--- src/rtl/aes_loader_pkg.sv ---
// Shared types and sizing for the AES input loader.
package aes_loader_pkg;

  localparam int unsigned WORD_W          = 32;
  localparam int unsigned BLOCK_W         = 128;
  localparam int unsigned WORDS_PER_BLOCK = 4;
  localparam int unsigned SLOT_W          = $clog2(WORDS_PER_BLOCK);

  typedef enum logic [1:0] {
    COLLECT = 2'd0,
    RUN     = 2'd1,
    GAP     = 2'd2
  } state_e;

endpackage

--- src/rtl/aes_word_assembler.sv ---
// Slotted 128-bit register filled one 32-bit word at a time, first word at the MSBs.
// The slot counter wraps mod 4; full_q marks that the 4th slot was written, so
// "count == 4" is represented as {full_q, cnt_q == 0}. A write to slot 0 drops full_q.
module aes_word_assembler
  import aes_loader_pkg::*;
(
  input  logic               clk,
  input  logic               rst,
  input  logic               clr,
  input  logic               we,
  input  logic [WORD_W-1:0]  word_in,
  output logic [BLOCK_W-1:0] block_q,
  output logic [SLOT_W-1:0]  cnt_q,
  output logic               full_q
);

  logic [BLOCK_W-1:0] block_d;
  logic [SLOT_W-1:0]  cnt_d;
  logic               full_d;

  // Next-state: clear rewinds the counter only, a write fills the current slot.
  always_comb begin
    block_d = block_q;
    cnt_d   = cnt_q;
    full_d  = full_q;
    if (clr) begin
      cnt_d  = '0;
      full_d = 1'b0;
    end else if (we) begin
      for (int unsigned i = 0; i < WORDS_PER_BLOCK; i++) begin
        if (cnt_q == SLOT_W'(i)) begin
          block_d[BLOCK_W-1-i*WORD_W -: WORD_W] = word_in;
        end
      end
      cnt_d  = cnt_q + 1'b1;
      full_d = (cnt_q == SLOT_W'(WORDS_PER_BLOCK - 1));
    end
  end

  // Registers with synchronous reset to an empty, zeroed block.
  always_ff @(posedge clk) begin
    if (rst) begin
      block_q <= '0;
      cnt_q   <= '0;
      full_q  <= 1'b0;
    end else begin
      block_q <= block_d;
      cnt_q   <= cnt_d;
      full_q  <= full_d;
    end
  end

endmodule

--- src/rtl/aes_input_loader.sv ---
// Stages plaintext and key words into 128-bit blocks and sequences AES_en
// through RUN (until completion or timeout) and a fixed low GAP.
module aes_input_loader
  import aes_loader_pkg::*;
#(
  parameter int unsigned TIMEOUT_CYC = 64,
  parameter int unsigned GAP_CYC     = 2,
  parameter int unsigned CNT_W       = 16
) (
  input  logic               AES_clk,
  input  logic               AES_rst,
  input  logic               in_valid,
  output logic               in_ready,
  input  logic [WORD_W-1:0]  in_word,
  input  logic               in_is_key,
  output logic               AES_en,
  output logic [BLOCK_W-1:0] AES_data_in,
  output logic [BLOCK_W-1:0] AES_key_in,
  input  logic               AES_data_out_valid,
  output logic               busy,
  output logic               timeout_err,
  output logic [CNT_W-1:0]   blocks_done
);

  localparam logic [15:0] TMO_LAST = 16'(TIMEOUT_CYC - 1);
  localparam logic [7:0]  GAP_LAST = 8'(GAP_CYC - 1);

  state_e             state_q, state_d;
  logic               en_q, en_d;
  logic [15:0]        tmo_cnt_q, tmo_cnt_d;
  logic [7:0]         gap_cnt_q, gap_cnt_d;
  logic [CNT_W-1:0]   blocks_q, blocks_d;
  logic               terr_q, terr_d;
  logic               busy_q, busy_d;

  logic               clr_data;
  logic               data_we, key_we;
  logic [SLOT_W-1:0]  data_cnt, key_cnt;
  logic               data_full, key_ok;
  logic               data_cnt4;
  logic               launch_pending;

  assign data_cnt4      = data_full && (data_cnt == '0);
  assign launch_pending = data_cnt4 && key_ok && (key_cnt == '0);
  assign in_ready       = (state_q == COLLECT) && !(data_cnt4 && !in_is_key) && !launch_pending;
  assign data_we        = in_valid && in_ready && !in_is_key;
  assign key_we         = in_valid && in_ready && in_is_key;

  aes_word_assembler u_data (
    .clk     (AES_clk),
    .rst     (AES_rst),
    .clr     (clr_data),
    .we      (data_we),
    .word_in (in_word),
    .block_q (AES_data_in),
    .cnt_q   (data_cnt),
    .full_q  (data_full)
  );

  // Key full flag doubles as key_ok: set by the 4th word, dropped by the next 1st word.
  aes_word_assembler u_key (
    .clk     (AES_clk),
    .rst     (AES_rst),
    .clr     (1'b0),
    .we      (key_we),
    .word_in (in_word),
    .block_q (AES_key_in),
    .cnt_q   (key_cnt),
    .full_q  (key_ok)
  );

  // Sequencer next-state: launch, run with timeout, fixed gap before collecting again.
  always_comb begin
    state_d   = state_q;
    en_d      = en_q;
    tmo_cnt_d = tmo_cnt_q;
    gap_cnt_d = gap_cnt_q;
    blocks_d  = blocks_q;
    terr_d    = terr_q;
    clr_data  = 1'b0;
    unique case (state_q)
      COLLECT: begin
        if (launch_pending) begin
          state_d   = RUN;
          en_d      = 1'b1;
          tmo_cnt_d = '0;
        end
      end
      RUN: begin
        tmo_cnt_d = tmo_cnt_q + 1'b1;
        if (AES_data_out_valid) begin
          en_d      = 1'b0;
          blocks_d  = blocks_q + 1'b1;
          gap_cnt_d = '0;
          state_d   = GAP;
        end else if (tmo_cnt_q == TMO_LAST) begin
          en_d      = 1'b0;
          terr_d    = 1'b1;
          gap_cnt_d = '0;
          state_d   = GAP;
        end
      end
      GAP: begin
        if (gap_cnt_q == GAP_LAST) begin
          state_d  = COLLECT;
          clr_data = 1'b1;
        end else begin
          gap_cnt_d = gap_cnt_q + 1'b1;
        end
      end
      default: state_d = COLLECT;
    endcase
    busy_d = (state_d != COLLECT);
  end

  // Sequencer registers; reset drops AES_en on the same edge.
  always_ff @(posedge AES_clk) begin
    if (AES_rst) begin
      state_q   <= COLLECT;
      en_q      <= 1'b0;
      tmo_cnt_q <= '0;
      gap_cnt_q <= '0;
      blocks_q  <= '0;
      terr_q    <= 1'b0;
      busy_q    <= 1'b0;
    end else begin
      state_q   <= state_d;
      en_q      <= en_d;
      tmo_cnt_q <= tmo_cnt_d;
      gap_cnt_q <= gap_cnt_d;
      blocks_q  <= blocks_d;
      terr_q    <= terr_d;
      busy_q    <= busy_d;
    end
  end

  assign AES_en      = en_q;
  assign busy        = busy_q;
  assign timeout_err = terr_q;
  assign blocks_done = blocks_q;

endmodule
--- config.mk ---
export PLATFORM = sky130hd
export DESIGN_NAME = aes_input_loader
export DESIGN_NICKNAME = d
export VERILOG_FILES = /design/src/rtl/aes_loader_pkg.sv /design/src/rtl/aes_word_assembler.sv /design/src/rtl/aes_input_loader.sv
export SDC_FILE = /design/constraint.sdc
export NUM_CORES = 1
export LEC_CHECK = 0
export CAP_MARGIN = 20
export CORE_MARGIN = 4
export CORE_UTILIZATION = 54
export DETAILED_ROUTE_END_ITERATION = 10
export PLACE_DENSITY = 0.84
export SYNTH_ARGS = -nofsm -noshare
export SYNTH_HDL_FRONTEND = slang
export SYNTH_HIERARCHICAL = 1
export SYNTH_SLANG_ARGS = --single-unit
--- constraint.sdc ---
create_clock -name AES_clk -period 3.2 [get_ports AES_clk]
set_input_delay 0.48 -clock AES_clk [delete_from_list [all_inputs] [get_ports AES_clk]]
set_output_delay 0.48 -clock AES_clk [all_outputs]
set_load 0.02 [all_outputs]
==> results of run 1 <==
[cell type report]
type	instances	area (um^2)
fill	1707	6330
sequential	307	6150
multi-input combinational	817	6150
timing repair buffer	335	3340
clock buffer	45	928
tap	319	399
clock inverter	12	144
inverter	11	41.3
[registers in the layout, indices dropped and copies added, names as in the netlist]
name            flops
u_data/cnt_q        2
gap_cnt_q           8
AES_en              1
u_key/block_q     128
busy                1
u_data/full_q       1
u_data/block_q    128
u_key/full_q        1
tmo_cnt_q          16
blocks_done        16
state_q             2
u_key/cnt_q         2
timeout_err         1
[kinds of logic after synthesis]
kind of cell	share of synthesized area, %
simple gates	21.5
flops	47.6
fa+ha+maj	1.16
buf+inv	5.09
mux	20.3
other cells	0.0290
compound gates	3.20
xor+xnor	1.15
[synthesized netlist by cell type, types with 3 or more instances]
cell,n,area (um^2)
a21oi_1,19,95.1
a31oi_1,3,18.8
dfxtp_1,307,6150
buf_4,6,45.0
buf_12,6,120
or3_1,4,25.0
o21ai_0,10,50.1
a41oi_1,7,61.3
ha_1,12,150
nor2_1,32,120
nand2_1,16,60.1
and2_1,3,18.8
buf_2,12,60.1
buf_6,19,214
nand4_1,12,75.1
and3b_1,4,35.0
o31ai_1,6,45.0
and3_1,5,31.3
nor3_1,10,50.1
a22oi_1,3,22.5
a211oi_1,3,22.5
or4_1,6,45.0
mux2i_1,260,2600
nand3_1,12,60.1
inv_1,11,41.3
nand2b_1,323,2020
clkbuf_1,40,150
xnor2_1,3,26.3
nand3b_1,8,60.1
xor2_1,14,123
[metrics by stage]
stage | area (um^2) | hold slack [ps] | worst slack [ps] | total power, uW | util (%)
2_1_floorplan | 12900 | 449 | 1200 | 4320 | -
3_3_place_gp | 16100 | 456 | 520 | 4550 | 68.5
3_5_place_dp | 16100 | 461 | 438 | 4550 | 68.5
4_1_cts | 17100 | 474 | 371 | 8280 | 73.0
5_1_grt | 17100 | 488 | 218 | 8480 | 73.0
6_report | 17100 | 472 | 394 | 8210 | 73.0
[how the worst min path moves through the flow]
stage	endpoint	slack, ps	depth (start not counted)
5_1_grt	u_key/block_q[86]	490	2
4_1_cts	u_data/block_q[42]	470	2
2_1_floorplan	tmo_cnt_q[15]	450	2
3_3_place_gp	u_data/block_q[67]	460	2
6_report	u_data/block_q[44]	470	2
3_5_place_dp	u_key/block_q[65]	460	2
[power by group through the flow]
stage / Sequential [uW] / Combinational (uW) / Clock (uW)
finish: 3910 / 562 / 3740
global route: 3910 / 596 / 3980
CTS: 3910 / 567 / 3800
detailed placement: 3990 / 562 / 0
global placement: 3990 / 557 / 0
floorplan: 4050 / 271 / 0
[per-layer routing]
layer / global-route usage (%) / routed length, um
met1: 31.8 / 14300
met2: 42.3 / 16400
met3: 6.43 / 2650
met4: 8.58 / 1270
met5: 0 / 0
[worst max-delay path: cells and delay by family, from the launching register on]
| kind | cells | cell delay, ps |
|---|---|---|
| AO/OA/AOI/OAI | 1 | 140 |
| buffers and inverters | 1 | 580 |
| flip-flops | 1 | 360 |
| AND/OR/NAND/NOR | 3 | 700 |
==> metrics.md, run 1 <==
| Metric | Value |
|---|---|
| Netlist cell types | about 60 |
| R2r startpoint | gap_cnt_q[0] |
| Setup bufs post-CTS | 0 |
| DR vias/cell | 5.25 |
| Initial core utilization | ~55% |
| Actual slew at the worst max-slew pin | 873 ps |
| Min-delay worst type | reg -> reg |
| FF-to-FF End | u_data/block_q[115] |
| Flop pwr share | 47.6% |
| Largest net degree at the start of global routing | between 150 and 200 |
| WP data arrival | roughly 2300 ps |
| Unrepaired setup endpoints after global routing | false |
| PwrDens | between 400 and 500 mW/mm^2 |
| Sequential share of the synthesized area | a little under half |
| DRC Markers | 0 |
| Share of cells above drive strength 1 | 5.83% |
| Chip width | 163 um |
| Peak VDD IR | ~430 uV |
| Placed instance count | about 1800 |
| Cts hold-fix bufs | 0 |
| CTS buffer count | 31 |
| Lkg Pwr | ~0.0072 uW |
| Max Cap Viol | 0 |
| Worst-skew pair later-pin latency | 550 ps |
| Drt pass-1 iters | 5 |
| Final cycle utilization of the critical path | ~88% |
| DR iter-0 viols | approximately 570 |
| Die area | 0.0265 mm^2 |
| Crit-path cells | nor3b_1 > nand3_1 > o21ai_0 > nor3_1 > clkdlybuf4s50_1 |
| Core Box Area | between 0.02 and 0.025 mm^2 |
| Synth Warn # | 6 |
| Reg2reg setup slack | 550 ps |
| Clock buffer depth | 3 |
| DPL Wire Length | ~24000 um |
| Overflow left after global routing | 0 |
| Net Switching | between 1500 and 2000 uW |
| Most common cell after layout, fill and taps aside | nand2b_1 |
| Post-synth EDFFs | 0 |
| Clock transition at path regs | 60 ps |
| Area grow syn2layout | 32.7% |
| First-pass GRT wire length | between 50000 and 60000 um |
| Crit path launch type | flop |
| Fin crit period | roughly 2800 ps |
| Rows | 56 |
| Pint | about 6400 uW |
| Status | finished, final reports clean |
| Slew Viols, Final | 0 |
| Final Hold Violating Endpoints | 0 |
| Number of global-route vias before repair | 9763 |
| TritonCTS clock tree | built |
| Post-route ant nets | 0 |
| Post-synth ARST share | 0% |
| Crit-path max cell delay | 580 ps |
| Top_reg_cell synth | dfxtp_1 |
| Routed vias | 9697 |
| Slowest cell on crit path | clkdlybuf4s50_1 |
| Start point of the worst min-delay path | u_data/block_q[44] |
| Fmax | 356 MHz |
| Comb power frac | 6.8% |
| Die Height | approximately 160 um |
| I/O pins | 313 |
| Total track usage | 25.2% |
| Fin cells | around 1800 |
| Drt total wl | 34700 um |
| Slew HR | a little over two fifths |
| Port buffer count | 312 |
| WP data required | around 2700 ps |
| Wire length per cell | roughly 19 um |
| Setup-failing EPs final | 0 |
| Gpl congestion | a little over 0.8 |
| Switching fraction of total power | around 22% |
| Clock Skew | roughly 23 ps |
| R2R depth | 7 |
| Fin nets | 1552 |
| Share of total power in the clock network | between 40% and 50% |
| Cells after synthesis | approximately 1200 |
| ANT cells | 0 |
| Post-CTS sizing | 0 |
| Synthesized flop and latch total | between 300 and 400 |
| Crit path to | in_ready |
| Critical Path Source | u_data/cnt_q[1] |
| Mean post-synth cell area | 10.7 um^2 |
| Max FO, Critical Path | 6 |
| H-tree depth | 1 |
| WS Path Type | reg -> out |
| Clock tree sinks | between 300 and 400 |
| Commonest cells after routing, fill and taps aside | nand2b_1 (323), clkdlybuf4s50_1 (311), dfxtp_1 (307) |
| Initial antenna violation count | 0 |
| CTS Root Cell | clkbuf_16 |
| Crit end category | output port |
| Syn Std Cell Area | between 0.01 and 0.015 mm^2 |
| Setup TNS | 0 ps |
(Power assumes the default switching activity.)
==> inputs of run 2 (changes only) <==
ABC_AREA = 1   (was default)
PLACE_DENSITY = 0.83   (was 0.84)
==> metrics.md, run 2 <==
| Metric | Value |
|---|---|
| Status | finished, final reports clean |
| Post-Synth XOR/XNOR Area | 0.130% (-1.0 points) |
| Chip width | 166 um (+2.2%) |
| Overflow left after global routing | 0 (unchanged) |
| Post-synth ARST share | 0% (unchanged) |
| Rows | 57 (+1.8%) |
| WS Path Type | reg -> out |
| DR vias/cell | 4.88 (-7.1%) |
| Unrepaired setup endpoints after global routing | false |
| # fillers | 1932 (+13%) |
| Actual slew at the worst max-slew pin | 686 ps (-187 ps) |
| Fmax | 370 MHz (+3.7%) |
| Slew Viols, Final | 0 (unchanged) |
| Reg2reg setup slack | 740 ps (+190 ps) |
| Synth top cells by count | nand2_1 (623), nor2_1 (561), inv_1 (311), dfxtp_1 (307), buf_2 (52) |
| Gpl congestion | 0.873 (+5.1%) |
| Area fraction of the dominant cell type after synthesis | 45.5% (-2.1 points) |
| Wire length per cell | 14.2 um (-24%) |
| Clock Skew | 9.55 ps (-13.9 ps) |
| Largest family of logic cells by synthesized area | simple AND/OR/NAND/NOR gates |
| Crit path launch type | flop |
| Most common cell after layout, fill and taps aside | nand2_1 |
| Area grow syn2layout | 31.5% |
| PwrDens | 479 mW/mm^2 (about the same) |
| Post-synth EDFFs | 0 (unchanged) |
| ANT cells | 0 (unchanged) |
| Commonest cells after routing, fill and taps aside | nand2_1 (623), nor2_1 (561), clkdlybuf4s50_1 (312) |
| Largest registers | u_data/block_q x128, u_key/block_q x128 |
| Largest net degree at the start of global routing | 68 (-60%) |
| I/O pins | 313 (unchanged) |
| Synth Area in Adders | 1.11% (-0.051 points) |
| Min-delay worst type | reg -> reg |
| Simple-Gate Fraction of Synth Area | 37.6% (+16 points) |
| Syn Std Cell Area | 0.0135 mm^2 (+4.6%) |
| Most frequent cell after synthesis | nand2_1 |
| Initial antenna violation count | 0 (unchanged) |
| Clock buffer depth | 3 (unchanged) |
| Mean post-synth cell area | 6.55 um^2 (-38%) |
| Fin cells | 2689 (+46%) |
| Drt total wl | 38200 um (+10%) |
| Final cycle utilization of the critical path | 84.5% (-3.2 points) |
| Number of global-route vias before repair | 12100 (+24%) |
| Synthesized flop and latch total | 307 (unchanged) |
| DR iter-0 viols | 1159 (+100%) |
| Core Box Area | 0.0245 mm^2 (+4.2%) |
| DPL Wire Length | 25900 um (+7.2%) |
| Hold-critical path endpoint | u_key/full_q |
| R2r startpoint | u_data/cnt_q[0] |
| Port buffer count | 312 (unchanged) |
| Drt pass-1 iters | 5 (unchanged) |
| TritonCTS clock tree | built |
| Placed instance count | 2633 (+47%) |
| CTS Root Cell | clkbuf_16 |
| Start point of the worst min-delay path | u_key/full_q |
| Cells after synthesis | 2062 (+70%) |
| Clock tree sinks | 307 (unchanged) |
| Fin nets | 2391 (+54%) |
| Cts hold-fix bufs | 0 (unchanged) |
| Initial core utilization | 55.2% (+0.19 points) |
| Lkg Pwr | 0.00871 uW (+21%) |
| WP data required | 2720 ps (about the same) |
| R2R depth | 12 (+5) |
| Total track usage | 26.4% (+1.2 points) |
| Setup bufs post-CTS | 0 (unchanged) |
| Area leader, netlist | dfxtp_1 |
| Clock transition at path regs | 60 ps (about the same) |
| Top_reg_cell synth | dfxtp_1 |
| Peak VDD IR | 463 uV (+7.1%) |
| Crit end category | output port |
| Synth Area in Compound Gates | 2.56% (-0.64 points) |
| Synth Warn # | 6 (unchanged) |
| Setup-failing EPs final | 0 (unchanged) |
| Final core occ | 72.6% (-0.41 points) |
| Mux cell area share after synthesis | 0% (-20 points) |
| H-tree depth | 1 (unchanged) |
| Die area | 0.0276 mm^2 (+4.3%) |
| WP data arrival | 2220 ps (-110 ps) |
| Worst-skew pair later-pin latency | 550 ps (about the same) |
| Final Hold Violating Endpoints | 0 (unchanged) |
| Post-CTS sizing | 0 (unchanged) |
| Hold path depth | 2 (unchanged) |
| Die Height | 166 um (+2.2%) |
| Sequential share of the synthesized area | 45.5% (-2.1 points) |
| Share of cells above drive strength 1 | 4.14% (-1.7 points) |
| First-pass GRT wire length | 61400 um (+13%) |
| Max FO, Critical Path | 5 (-1) |
| Netlist cell types | 30 (-49%) |
| Fin crit period | 2700 ps (-101 ps) |
| CTS buffer count | 31 (unchanged) |
| DRC Markers | 0 (unchanged) |
| Post-route ant nets | 0 (unchanged) |
| Routed vias | 13100 (+35%) |
| Ranking of synthesized cells by area | dfxtp_1 (45%), nand2_1 (17%), nor2_1 (16%), inv_1 (8.6%), buf_6 (2.2%) |
| FF-to-FF End | u_key/block_q[6] |
| Max Cap Viol | 0 (unchanged) |
| Slew HR | 54.2% (+12 points) |
| Setup TNS | 0 ps (unchanged) |
[run 2: where the power goes]
part	internal, uW	switching, uW	total [uW]
Combinational	285	471	755
Sequential	3910	49.0	3960
Clock	2300	1500	3800
[run 2: cells by family after synthesis]
logic type / count (synthesis)
AO/OA/AOI/OAI: 66
AND/OR/NAND/NOR: 1274
other: 1
flip-flops: 307
XOR/XNOR: 2
adder cells (fa/ha/maj): 12
buffers and inverters: 400
[run 2: metal layers]
metal | GRT usage, % | wire length [um] | vias to the layer above
met5 | 0 | 0 | -
met2 | 43.9 | 17200 | 579
met4 | 10.5 | 1680 | 0
met1 | 33.2 | 15800 | 5876
met3 | 6.17 | 3470 | 98
li1 | - | - | 6575
[run 2: stage by stage]
stage	total power, uW	worst slack [ps]	hold WS (ps)	instance area (um^2)
2_1_floorplan	4440	1250	431	13500
6_report	8510	496	463	17800
5_1_grt	8810	275	467	17800
3_3_place_gp	4770	632	442	16700
4_1_cts	8570	459	459	17800
3_5_place_dp	4790	550	449	16700
[run 2: how the worst max path moves through the flow]
stage	from	to	slack, ps
detailed placement	in_is_key	u_data/block_q[51]	550
floorplan	in_is_key	u_data/block_q[11]	1250
global route	u_data/cnt_q[0]	in_ready	280
finish	u_data/cnt_q[0]	in_ready	500
CTS	u_data/cnt_q[0]	in_ready	460
global placement	in_is_key	u_data/block_q[45]	630
[run 2: critical path, cell delays in order (launching register included)]
cell and delay, ps:
dfxtp_1 360, nor3b_1 480, nand2_1 100, nand2_1 80, a21oi_1 60, clkdlybuf4s50_1 610
[run 2: area by class of cell]
cell class	count	area, um^2	share of cell area, %
Sequential cell	307	6150	34.6
Multi-Input combinational cell	1356	5600	31.5
Timing Repair Buffer	331	3340	18.8
Inverter	315	1190	6.70
Clock buffer	43	911	5.13
Tap cell	324	405	2.28
Clock inverter	13	174	0.979
==> inputs of run 3 (changes only) <==
CORE_UTILIZATION = 46   (was 54)
PLACE_DENSITY = 0.75   (was 0.83)
clock period = 2.4 ns   (was 3.2 ns; I/O delays follow)
==> metrics.md, run 3 (synthesized netlist as in run 2, its figures left out) <==
| Metric | Value |
|---|---|
| Port buffer count | 312 (unchanged) |
| Commonest cells after routing, fill and taps aside | nand2_1 (623), nor2_1 (561), clkdlybuf4s50_1 (311) |
| Largest net degree at the start of global routing | 100 (+47%) |
| Cts hold-fix bufs | 0 (unchanged) |
| PwrDens | 638 mW/mm^2 (+33%) |
| Area grow syn2layout | 33.6% |
| Post-route ant nets | 0 (unchanged) |
| Max FO, Critical Path | 5 (unchanged) |
| Chip width | 179 um (+7.9%) |
| I/O pins | 313 (unchanged) |
| Fmax | 455 MHz |
| Min-delay worst type | reg -> reg |
| CTS buffer count | 34 (+9.7%) |
| Initial core utilization | 46.8% (-8.4 points) |
| Comb power frac | 8.8% (about the same) |
| CTS Root Cell | clkbuf_16 |
| Lkg Pwr | 0.00882 uW (+1.3%) |
| Most common cell after layout, fill and taps aside | nand2_1 |
| Overflow left after global routing | 0 (unchanged) |
| Flop pwr share | 45.8% (-0.7 points) |
| Clock tree sinks | 307 (unchanged) |
| Drt total wl | 38500 um (+0.72%) |
| Rows | 62 (+8.8%) |
| R2r startpoint | state_q[1] |
| Net Switching | 2750 uW (+36%) |
| Setup bufs post-CTS | 0 (unchanged) |
| TritonCTS clock tree | built |
| DRC Markers | 0 (unchanged) |
| Number of global-route vias before repair | 11600 (-4.2%) |
| Clock buffer depth | 3 (unchanged) |
| WS Path Type | reg -> out |
| Gpl congestion | 0.874 (+0.15%) |
| Core Box Area | 0.0289 mm^2 (+18%) |
| Share of cells above drive strength 1 | 4.55% (+0.40 points) |
| Worst-skew pair later-pin latency | 500 ps (-50 ps) |
| H-tree depth | 2 (+1) |
| First-pass GRT wire length | 59300 um (-3.3%) |
| Initial antenna violation count | 0 (unchanged) |
| Critical Path Source | u_data/cnt_q[0] |
| Slew Viols, Final | 0 (unchanged) |
| Crit end category | output port |
| Drt pass-1 iters | 5 (unchanged) |
| DP Worst Slack | 151 ps (-399 ps) |
| Setup-failing EPs final | 0 (unchanged) |
| Post-CTS sizing | 2 (+2) |
| Start point of the worst min-delay path | u_key/full_q |
| Max Cap Viol | 0 (unchanged) |
| Fin nets | 2402 (+0.46%) |
| Placed instance count | 2701 (+2.6%) |
| Worst setup margin | 205 ps (-291 ps) |
| Post-DP Area | 0.0169 mm^2 (+1.4%) |
| Total track usage | 22.8% (-3.6 points) |
| Setup TNS | 0 ps (unchanged) |
| DR iter-0 viols | 787 (-32%) |
| Final cycle utilization of the critical path | between 90 and 100% |
| Slew HR | 65.3% (+11 points) |
| Pint | 8770 uW (+35%) |
| Die area | 0.0322 mm^2 (+17%) |
| DR vias/cell | 4.61 (-5.6%) |
| Actual slew at the worst max-slew pin | 519 ps (-167 ps) |
| DPL Wire Length | 26200 um (+1.2%) |
| Share of total power in the clock network | 45.3% (+0.7 points) |
| Hold WS | 467 ps (+3.98 ps) |
| Final Cell Area | 0.0180 mm^2 (+1.6%) |
| Peak VDD IR | 500 uV (+8.1%) |
| Fin cells | 2761 (+2.7%) |
| Fin crit period | about 2200 ps |
| Wire length per cell | 13.9 um (-1.9%) |
| WP data required | 2040 ps (-680 ps) |
| Largest registers | u_data/block_q x128, u_key/block_q x128 |
| Status | finished, final reports clean |
| Routed vias | 12700 (-3.1%) |
| Switching fraction of total power | 23.9% (+0.16 points) |
| Final Hold Violating Endpoints | 0 (unchanged) |
| Crit path launch type | flop |
| Clock transition at path regs | 60 ps (about the same) |
| Die Height | 179 um (+7.9%) |
| Unrepaired setup endpoints after global routing | false |
| Clock Skew | 10.1 ps (+0.532 ps) |
| WP data arrival | 1840 ps (-380 ps) |
[run 3: layout make-up]
| type | instances | area [um^2] |
|---|---|---|
| Fill cell | 2621 | 10800 |
| Sequential cell | 307 | 6150 |
| Multi-Input combinational cell | 1356 | 5600 |
| Timing Repair Buffer | 339 | 3500 |
| Inverter | 315 | 1190 |
| Clock buffer | 49 | 1020 |
| Tap cell | 384 | 480 |
| Clock inverter | 10 | 106 |
| Antenna cell | 1 | 2.50 |
[run 3: power groups by stage]
| stage | clock network [uW] | registers, uW | logic (uW) |
|---|---|---|---|
| global route | 5520 | 5290 | 1110 |
| global placement | 0 | 5390 | 1000 |
| finish | 5220 | 5280 | 1020 |
| floorplan | 0 | 5530 | 385 |
| CTS | 5330 | 5280 | 1020 |
| detailed placement | 0 | 5390 | 1020 |
[run 3: path summary, 6_finish.rpt]
check | to | slack (ps) | cells after the start
max | in_ready | 200 | 7
min | u_key/full_q | 470 | 2
max reg2reg | u_data/block_q[51] | 320 | 10
min reg2reg | u_key/full_q | 470 | 2
[run 3: worst max-delay path, stage by stage (launching register included)]
cell	delay (ps)
dfxtp_1	410
nor3b_1	70
buf_4	140
nand2_1	50
nand2_1	40
a21oi_1	160
buf_4	150
dlygate4sd2_1	320
[run 3: routing by layer]
metal,up-vias,part of all wire [%],track usage [%]
met2,391,46,37.9
met4,0,3.2,7.55
met3,73,8.5,6.21
met1,5666,43,28.7
met5,-,0,0
li1,6591,-,-
[run 3: per-stage QoR]
step,util (%),total power [uW]
3_5_place_dp,58.6,6410
4_1_cts,62.5,11600
6_report,62.5,11500
5_1_grt,62.5,11900
3_3_place_gp,58.6,6390
2_1_floorplan,-,5920
